===== src/rtl/module_codif_hamming.sv =====
// SECDED Hamming(7,4)+p0 encoder with valid/ready handshake
// and a small output FIFO; err_mask corrupts words as they are stored.
module module_codif_hamming #(
    parameter int FIFO_DEPTH = 4,
    parameter int CNT_W      = 16
) (
    input  logic             clk,
    input  logic             rst,
    input  logic             in_valid,
    output logic             in_ready,
    input  logic [3:0]       datos_in,
    input  logic [7:0]       err_mask,
    output logic             out_valid,
    input  logic             out_ready,
    output logic [7:0]       datos_cod,
    output logic [CNT_W-1:0] palabras_cnt
);

    localparam int AW = $clog2(FIFO_DEPTH);

    logic [AW:0] wr_ptr;
    logic [AW:0] rd_ptr;
    logic [7:0]  mem [FIFO_DEPTH];
    logic        full;
    logic        empty;
    logic        push;
    logic        pop;
    logic [7:0]  encoded;

    always_comb begin
        encoded    = 8'h00;
        encoded[2] = datos_in[0];
        encoded[4] = datos_in[1];
        encoded[5] = datos_in[2];
        encoded[6] = datos_in[3];
        encoded[0] = datos_in[0] ^ datos_in[1] ^ datos_in[3];
        encoded[1] = datos_in[0] ^ datos_in[2] ^ datos_in[3];
        encoded[3] = datos_in[1] ^ datos_in[2] ^ datos_in[3];
        encoded[7] = ^encoded[6:0];
    end

    assign full  = (wr_ptr[AW] != rd_ptr[AW]) &&
                   (wr_ptr[AW-1:0] == rd_ptr[AW-1:0]);
    assign empty = (wr_ptr == rd_ptr);

    assign in_ready  = !full;
    assign out_valid = !empty;
    assign push      = in_valid && in_ready;
    assign pop       = out_valid && out_ready;

    // Storage is not reset; the empty flag masks any stale head.
    assign datos_cod = empty ? 8'h00 : mem[rd_ptr[AW-1:0]];

    always_ff @(posedge clk) begin
        if (push && !rst) begin
            mem[wr_ptr[AW-1:0]] <= encoded ^ err_mask;
        end
    end

    always_ff @(posedge clk) begin
        if (rst) begin
            wr_ptr       <= '0;
            rd_ptr       <= '0;
            palabras_cnt <= '0;
        end else begin
            if (push) begin
                wr_ptr <= wr_ptr + (AW+1)'(1);
            end
            if (pop) begin
                rd_ptr       <= rd_ptr + (AW+1)'(1);
                palabras_cnt <= palabras_cnt + CNT_W'(1);
            end
        end
    end

endmodule


===== config.mk =====
export PLATFORM = sky130hd
export DESIGN_NAME = module_codif_hamming
export DESIGN_NICKNAME = d
export VERILOG_FILES = /design/src/rtl/module_codif_hamming.sv
export SDC_FILE = /design/constraint.sdc
export NUM_CORES = 1
export LEC_CHECK = 0
export CAP_MARGIN = 10
export CORE_MARGIN = 1.5
export CORE_UTILIZATION = 55
export CTS_BUF_LIST = sky130_fd_sc_hd__clkbuf_4
export CTS_CLUSTER_SIZE = 40
export DETAILED_ROUTE_END_ITERATION = 10
export PLACE_DENSITY_LB_ADDON = 0.05
export SETUP_SLACK_MARGIN = 0.5
export SYNTH_ARGS = -nofsm -noshare
export SYNTH_HDL_FRONTEND = slang
export SYNTH_SLANG_ARGS = --single-unit
export TNS_END_PERCENT = 30

===== constraint.sdc =====
create_clock -name clk -period 2.2 [get_ports clk]
set_input_delay 0.44 -clock clk [delete_from_list [all_inputs] [get_ports clk]]
set_output_delay 0.44 -clock clk [all_outputs]
set_load 0.01 [all_outputs]

==> run_results.csv <==
group,metric,value,unit
synth,synth_fa_ha_area_share,2.98,%
status,status,"finished clean",
synth,syn-instance-count,196,
place,dpl.hpwl,3.56,mm
flow_run,cap_violations,0,
global_route,grt_util_all_layers,23.0,%
synth,synth-seq-cells,56,
timing,setup_tns,0,ns
cells_and_area,syn2layout_area_growth,32.7,%
detailed_routing,drc,0,
global_route,grt_pass1_wl,8.86,mm
worst_setup_path,crit_family,"multiplexers",
worst_setup_path,path_class,"reg -> out",
worst_setup_path,critPathLaunchType,"flip-flop",
synth,synth-seq-area-share,57.2,%
detailed_routing,ant_nets,0,
synth,synthXorXnorAreaFrac,8.89,%
detailed_routing,num_vias,1774,
floorplan,dieWidth,70.7,µm
floorplan,start_util,57.5,%
cells_and_area,nets,276,
cells_and_area,layout-drive-gt1-share,27.5,%
place,place.gp.congestion,0.803,
global_route,grt_max_degree,24,
timing,finalHoldViolations,0,
detailed_routing,wl_per_cell,18.3,µm
floorplan,core,0.00438,mm²
clock_tree,numCtsBuffers,5,
worst_setup_path,crit_arrival,1.65,ns
power,ir_worst_vdd,609,µV
power,p_per_area,797,mW/mm²
synth,synth_top_family_by_area,"simple AND/OR/NAND/NOR gates",
clock_tree,hold_buffers,0,
worst_setup_path,worst-path-buf-inv,2,
synth,syn_area,0.00252,mm²
clock_tree,clkLatencyLatePin,0.39,ns
power,power.leakage,0.00116,µW
timing,layout_min_cycle_time,2.09,ns
timing,finalSetupViolCount,0,
detailed_routing,routed_wl,5.62,mm
synth,yosys_warnings,0,
floorplan,dieArea,0.00500,mm²
cells_and_area,fill_cells,286,
floorplan,rows,24,
timing,maxSlewViolCount,0,
floorplan,ios,42,
timing,worst_pin_slew,0.661,ns
worst_setup_path,crit_chain,"buf_12, mux4_2, nor2b_4, buf_6",
worst_setup_path,critPathMaxFanout,8,
worst_setup_path,critical-path-slowest-cell,"mux4_2",
worst_setup_path,timing.critical_path.required,1.76,ns
clock_tree,numClockSinks,56,
timing,fmax,0.479,GHz
synth,synth_compound_area_share,8.54,%
cells_and_area,n_antenna_cell,0,
clock_tree,cts_tree,"built",
cells_and_area,finalInstanceArea,0.00334,mm²
worst_setup_path,critPathCaptureType,"primary output",
timing,fin_crit_sh,94.8,%
global_route,antenna_found_initial,0,
synth,ys_types,29,
clock_tree,cts_max_level,2,
synth,synth_fp_nets,218,
synth,synth.mux.area_fraction,8.34,%
timing,max-slew-margin-rel,55.9,%
hold_path,hp-class,"reg -> reg",
floorplan,die_y,70.7,µm
global_route,grt_overflow,0,
synth,synth-simple-area-share,11.8,%
detailed_routing,drt-vias-per-instance,5.78,
worst_setup_path,cp_slowest_stage_delay,0.51,ns
clock_tree,root_buffer,"clkbuf_4",
detailed_routing,first_pass_iters,4,
place,dpl_cell_area,0.00303,mm²
timing,worst_clock_skew,0.0103,ns
timing,rsz0062_at_grt,"true",
place,port_buffers,41,
clock_tree,cts.clk_slew.worst_paths,0.15,ns
clock_tree,clk_path_buf_depth,2,
global_route,grt_pass1_vias,1765,
detailed_routing,drt_iter0_drc,195,
synth,syn_area_per_cell,12.9,µm²
[timing repair]
item | in CTS | in global routing
resized for setup | 63 | 17
endpoints found under the setup margin | 77 | 77
pin swaps | 5 | 1
setup buffers | 12 | 0
[power breakdown]
group,switching [µW],internal [µW]
sequential,53.2,1180
clock,326,237
combinational,380,488
[worst min-delay path, delay by kind of cell (launching register included)]
| family | cells | cell delay, ns |
|---|---|---|
| flip-flops | 1 | 0.35 |
| AO/OA/AOI/OAI | 2 | 0.12 |
[kinds of logic after synthesis]
group / count (synthesis)
AOI/OAI and AO/OA: 33
xor gates and xnor gates: 23
adders and majority gates: 6
buffers and inverters: 14
DFF: 56
muxes: 11
and+or+nand+nor: 53
[path summary, 6_finish.rpt]
check	startpoint	endpoint	slack (ns)	cells past startpoint
setup / recovery	flip-flop	datos_cod[4]	0.11	4
hold / removal	palabras_cnt[15]$_SDFFE_PP0P_	palabras_cnt[15]$_SDFFE_PP0P_	0.50	2
setup reg to reg	wr_ptr[1]$_SDFFE_PP0P_	palabras_cnt[15]$_SDFFE_PP0P_	0.32	7
hold reg to reg	palabras_cnt[15]$_SDFFE_PP0P_	palabras_cnt[15]$_SDFFE_PP0P_	0.50	2
[Yosys cell counts]
library cell	count	area [µm²]
a21oi_1	12	60.1
and2_1	5	31.3
and3_1	1	6.26
and4_1	2	17.5
buf_2	3	15.0
clkbuf_1	5	18.8
dfxtp_1	24	480
edfxtp_1	32	961
ha_1	6	75.1
inv_1	6	22.5
mux2i_1	3	30.0
mux4_2	8	180
nand2_1	4	15.0
nand3_1	5	25.0
nand4_1	2	12.5
nor2_1	10	37.5
nor2b_1	8	50.1
nor3_1	3	15.0
o21a_1	2	15.0
o21ai_0	7	35.0
o21ba_2	2	20.0
o311ai_0	1	8.76
o311ai_2	1	16.3
o31ai_1	8	60.1
or3_1	8	50.1
or4_1	5	37.5
xnor2_1	10	87.6
xor2_1	10	87.6
xor2_2	3	48.8
[cell usage in the layout, fill, tap and decap left out, types with 3 or more instances in the layout]
| cell | netlist | layout |
|---|---|---|
| inv_1 | 6 | 5 |
| mux4_2 | 8 | 8 |
| buf_2 | 3 | 7 |
| xor2_4 | 0 | 3 |
| and2_4 | 0 | 4 |
| ha_1 | 6 | 6 |
| dfxtp_1 | 24 | 16 |
| buf_6 | 0 | 5 |
| a21oi_1 | 12 | 12 |
| clkbuf_4 | 0 | 5 |
| buf_4 | 0 | 12 |
| nand2_1 | 4 | 4 |
| xnor2_1 | 10 | 9 |
| or3_1 | 8 | 8 |
| o31ai_1 | 8 | 6 |
| nand3_1 | 5 | 5 |
| dfxtp_2 | 0 | 3 |
| o21ai_0 | 7 | 7 |
| dfxtp_4 | 0 | 5 |
| xor2_1 | 10 | 10 |
| nor2b_1 | 8 | 6 |
| clkdlybuf4s50_1 | 0 | 31 |
| or4_1 | 5 | 5 |
| nor2_1 | 10 | 9 |
| buf_12 | 0 | 4 |
| mux2i_1 | 3 | 3 |
| edfxtp_1 | 32 | 32 |
[per-layer routing]
metal	vias to the layer above	wire length, µm	global-route usage [%]	share of wire (%)
li1	845	-	-	-
met1	867	2340	30.4	42
met2	51	2970	39.4	53
met3	11	209	3.56	3.7
met4	0	99	7.55	1.8
met5	-	0	0	0
[registers in the layout, indices dropped and copies added, names as in the netlist, named ones only]
register / count
mem: 32
palabras_cnt: 16
wr_ptr: 3
rd_ptr: 3
[metrics by stage]
stage | setup slack [ns] | hold slack, ns | std cells | power (µW) | util, %
floorplan | 0.560 | 0.496 | 196 | 1590 | -
global placement | 0.0736 | 0.462 | 287 | 1860 | 69.1
detailed placement | 0.0111 | 0.472 | 287 | 1880 | 69.1
CTS | 0.0948 | 0.491 | 307 | 2620 | 74.8
global route | 0.0511 | 0.519 | 307 | 2770 | 76.3
finish | 0.114 | 0.499 | 307 | 2660 | 76.3
[cell type report]
type,instances,area (µm²),area share [%]
sequential,56,1460,43.8
multi-input combinational,126,1140,34.1
timing repair buffer,59,572,17.1
tap,52,65.1,1.95
clock inverter,3,42.5,1.27
clock buffer,5,37.5,1.12
inverter,6,22.5,0.673
Note: power is estimated with default switching activity, not from simulation.
==> RTL edit, RTL diff (same settings) <==
Register the output `palabras_cnt` once more, without a reset; this adds one clock of latency there. The other outputs are not delayed to match.
--- a/src/rtl/module_codif_hamming.sv
+++ b/src/rtl/module_codif_hamming.sv
@@ -18,4 +18,6 @@
 
     localparam int AW = $clog2(FIFO_DEPTH);
+
+    logic [CNT_W-1:0] palabras_cnt_s0;
 
     logic [AW:0] wr_ptr;
@@ -62,5 +64,5 @@
             wr_ptr       <= '0;
             rd_ptr       <= '0;
-            palabras_cnt <= '0;
+            palabras_cnt_s0 <= '0;
         end else begin
             if (push) begin
@@ -69,9 +71,13 @@
             if (pop) begin
                 rd_ptr       <= rd_ptr + (AW+1)'(1);
-                palabras_cnt <= palabras_cnt + CNT_W'(1);
+                palabras_cnt_s0 <= palabras_cnt_s0 + CNT_W'(1);
             end
         end
     end
 
+    always_ff @(posedge clk) begin
+        palabras_cnt <= palabras_cnt_s0;
+    end
+
 endmodule
 
Formal check against the unedited RTL: not equivalent (a bounded check fails within 4 cycles, from zero or initial values and one cycle with rst high).
==> RTL edit against the unedited design <==
Setup slack worse by 0.021 ns. Sequential cell count up 16. Wire length down 8.0%. Synthesized cell count up 9.7%. Power up 24%. Critical path depth unchanged. Final area up 14%. Synthesized area up 14%. Highest routed layer unchanged.
==> RTL edit: results (changes against the unedited design) <==
[placement]
gp_congestion=0.696  ; -13%
hpwl_mm=3.40  ; -4.7%
pre_cts_slack_ns=0.0924  ; +0.0813 ns
dp_cells=325  ; +13%

[synthesis]
synth_compound_area_frac=0.0705  ; -0.0149
synth-adder-area-share=0.0261  ; -0.00368
yosys-top-cells-area=edfxtp_1, dfxtp_1, mux4_2
ys_seq_area_frac=0.613  ; +0.0407
synth.mux.area_fraction=0.0770  ; -0.00639
avgSynthCellArea_um2=13.4  ; +4.0%
synth-main-ff-cell=dfxtp_1
yosys-top-cells-count=dfxtp_1, edfxtp_1, a21oi_1, nor2_1
synth_cell_types=33  ; +14%

[detailed_routing]
met1_length_mm=2.36  ; +0.98%
dr_total_vias=1853  ; +4.5%
dr_wl_met3_um=166  ; -21%

[global_route]
grt_pass1_vias=1696  ; -3.9%
grt_util_met2=0.307  ; -0.0865
use_met3=0.0675  ; +0.0318
grtUsageTotal=0.201  ; -0.0298

[power_and_ir_drop]
pg_seq_mw=1.53  ; +24%
vdd_ir_drop_max_v=0.000567  ; -6.9%
seqPwrFrac=0.461  ; -0.002

[setup_path]
worstReg2RegEnd=mem[1][4]
ff2ff_path_depth=5  ; -2

[run_status]
outcome=completed

[clock_network]
insertion_delay_ns=0.41  ; +0.02 ns
htree_num_levels=3  ; +1

[timing]
fin_hold_ws_ns=0.376  ; -0.123 ns
worst_slack_ns=0.0924  ; -0.0212 ns
skew_ns=0.0156  ; +0.00527 ns

[cells_and_area]
drive_gt1_frac=0.289  ; +0.0142
finalNonFillerCells=354  ; +15%
nNetsFinal=301  ; +9.1%

-- RTL edit: cell count changes in the layout (fill, tap and decap cells not counted), moves of 5 or more --
cell	delta
clkbuf_4	+6
dfxtp_1	+16
buf_6	+5
or4_1	+5
-- RTL edit: cell type report --
class	count	area (µm²)
Sequential cell	72	1790
Fill cell	359	1280
Multi-Input combinational cell	127	1160
Timing Repair Buffer	61	573
Tap cell	70	87.6
Clock buffer	11	82.6
Clock inverter	5	72.6
Inverter	8	30.0
-- RTL edit: repair_timing --
| item | 4_1_cts | 5_1_grt |
|---|---|---|
| endpoints found under the setup margin | 75 | 76 |
| pin swaps | 5 | 1 |
| buffers inserted | 12 | 1 |
| resized for setup | 70 | 16 |
-- RTL edit: worst max-delay path by stage --
stage,start,end,cells after the start
2_1_floorplan,rd_ptr[1],out_valid,3
3_3_place_gp,in_valid,mem[3][1],4
3_5_place_dp,wr_ptr[2],datos_cod[0],5
4_1_cts,register,datos_cod[2],4
5_1_grt,wr_ptr[2],datos_cod[7],6
6_report,register,datos_cod[0],4
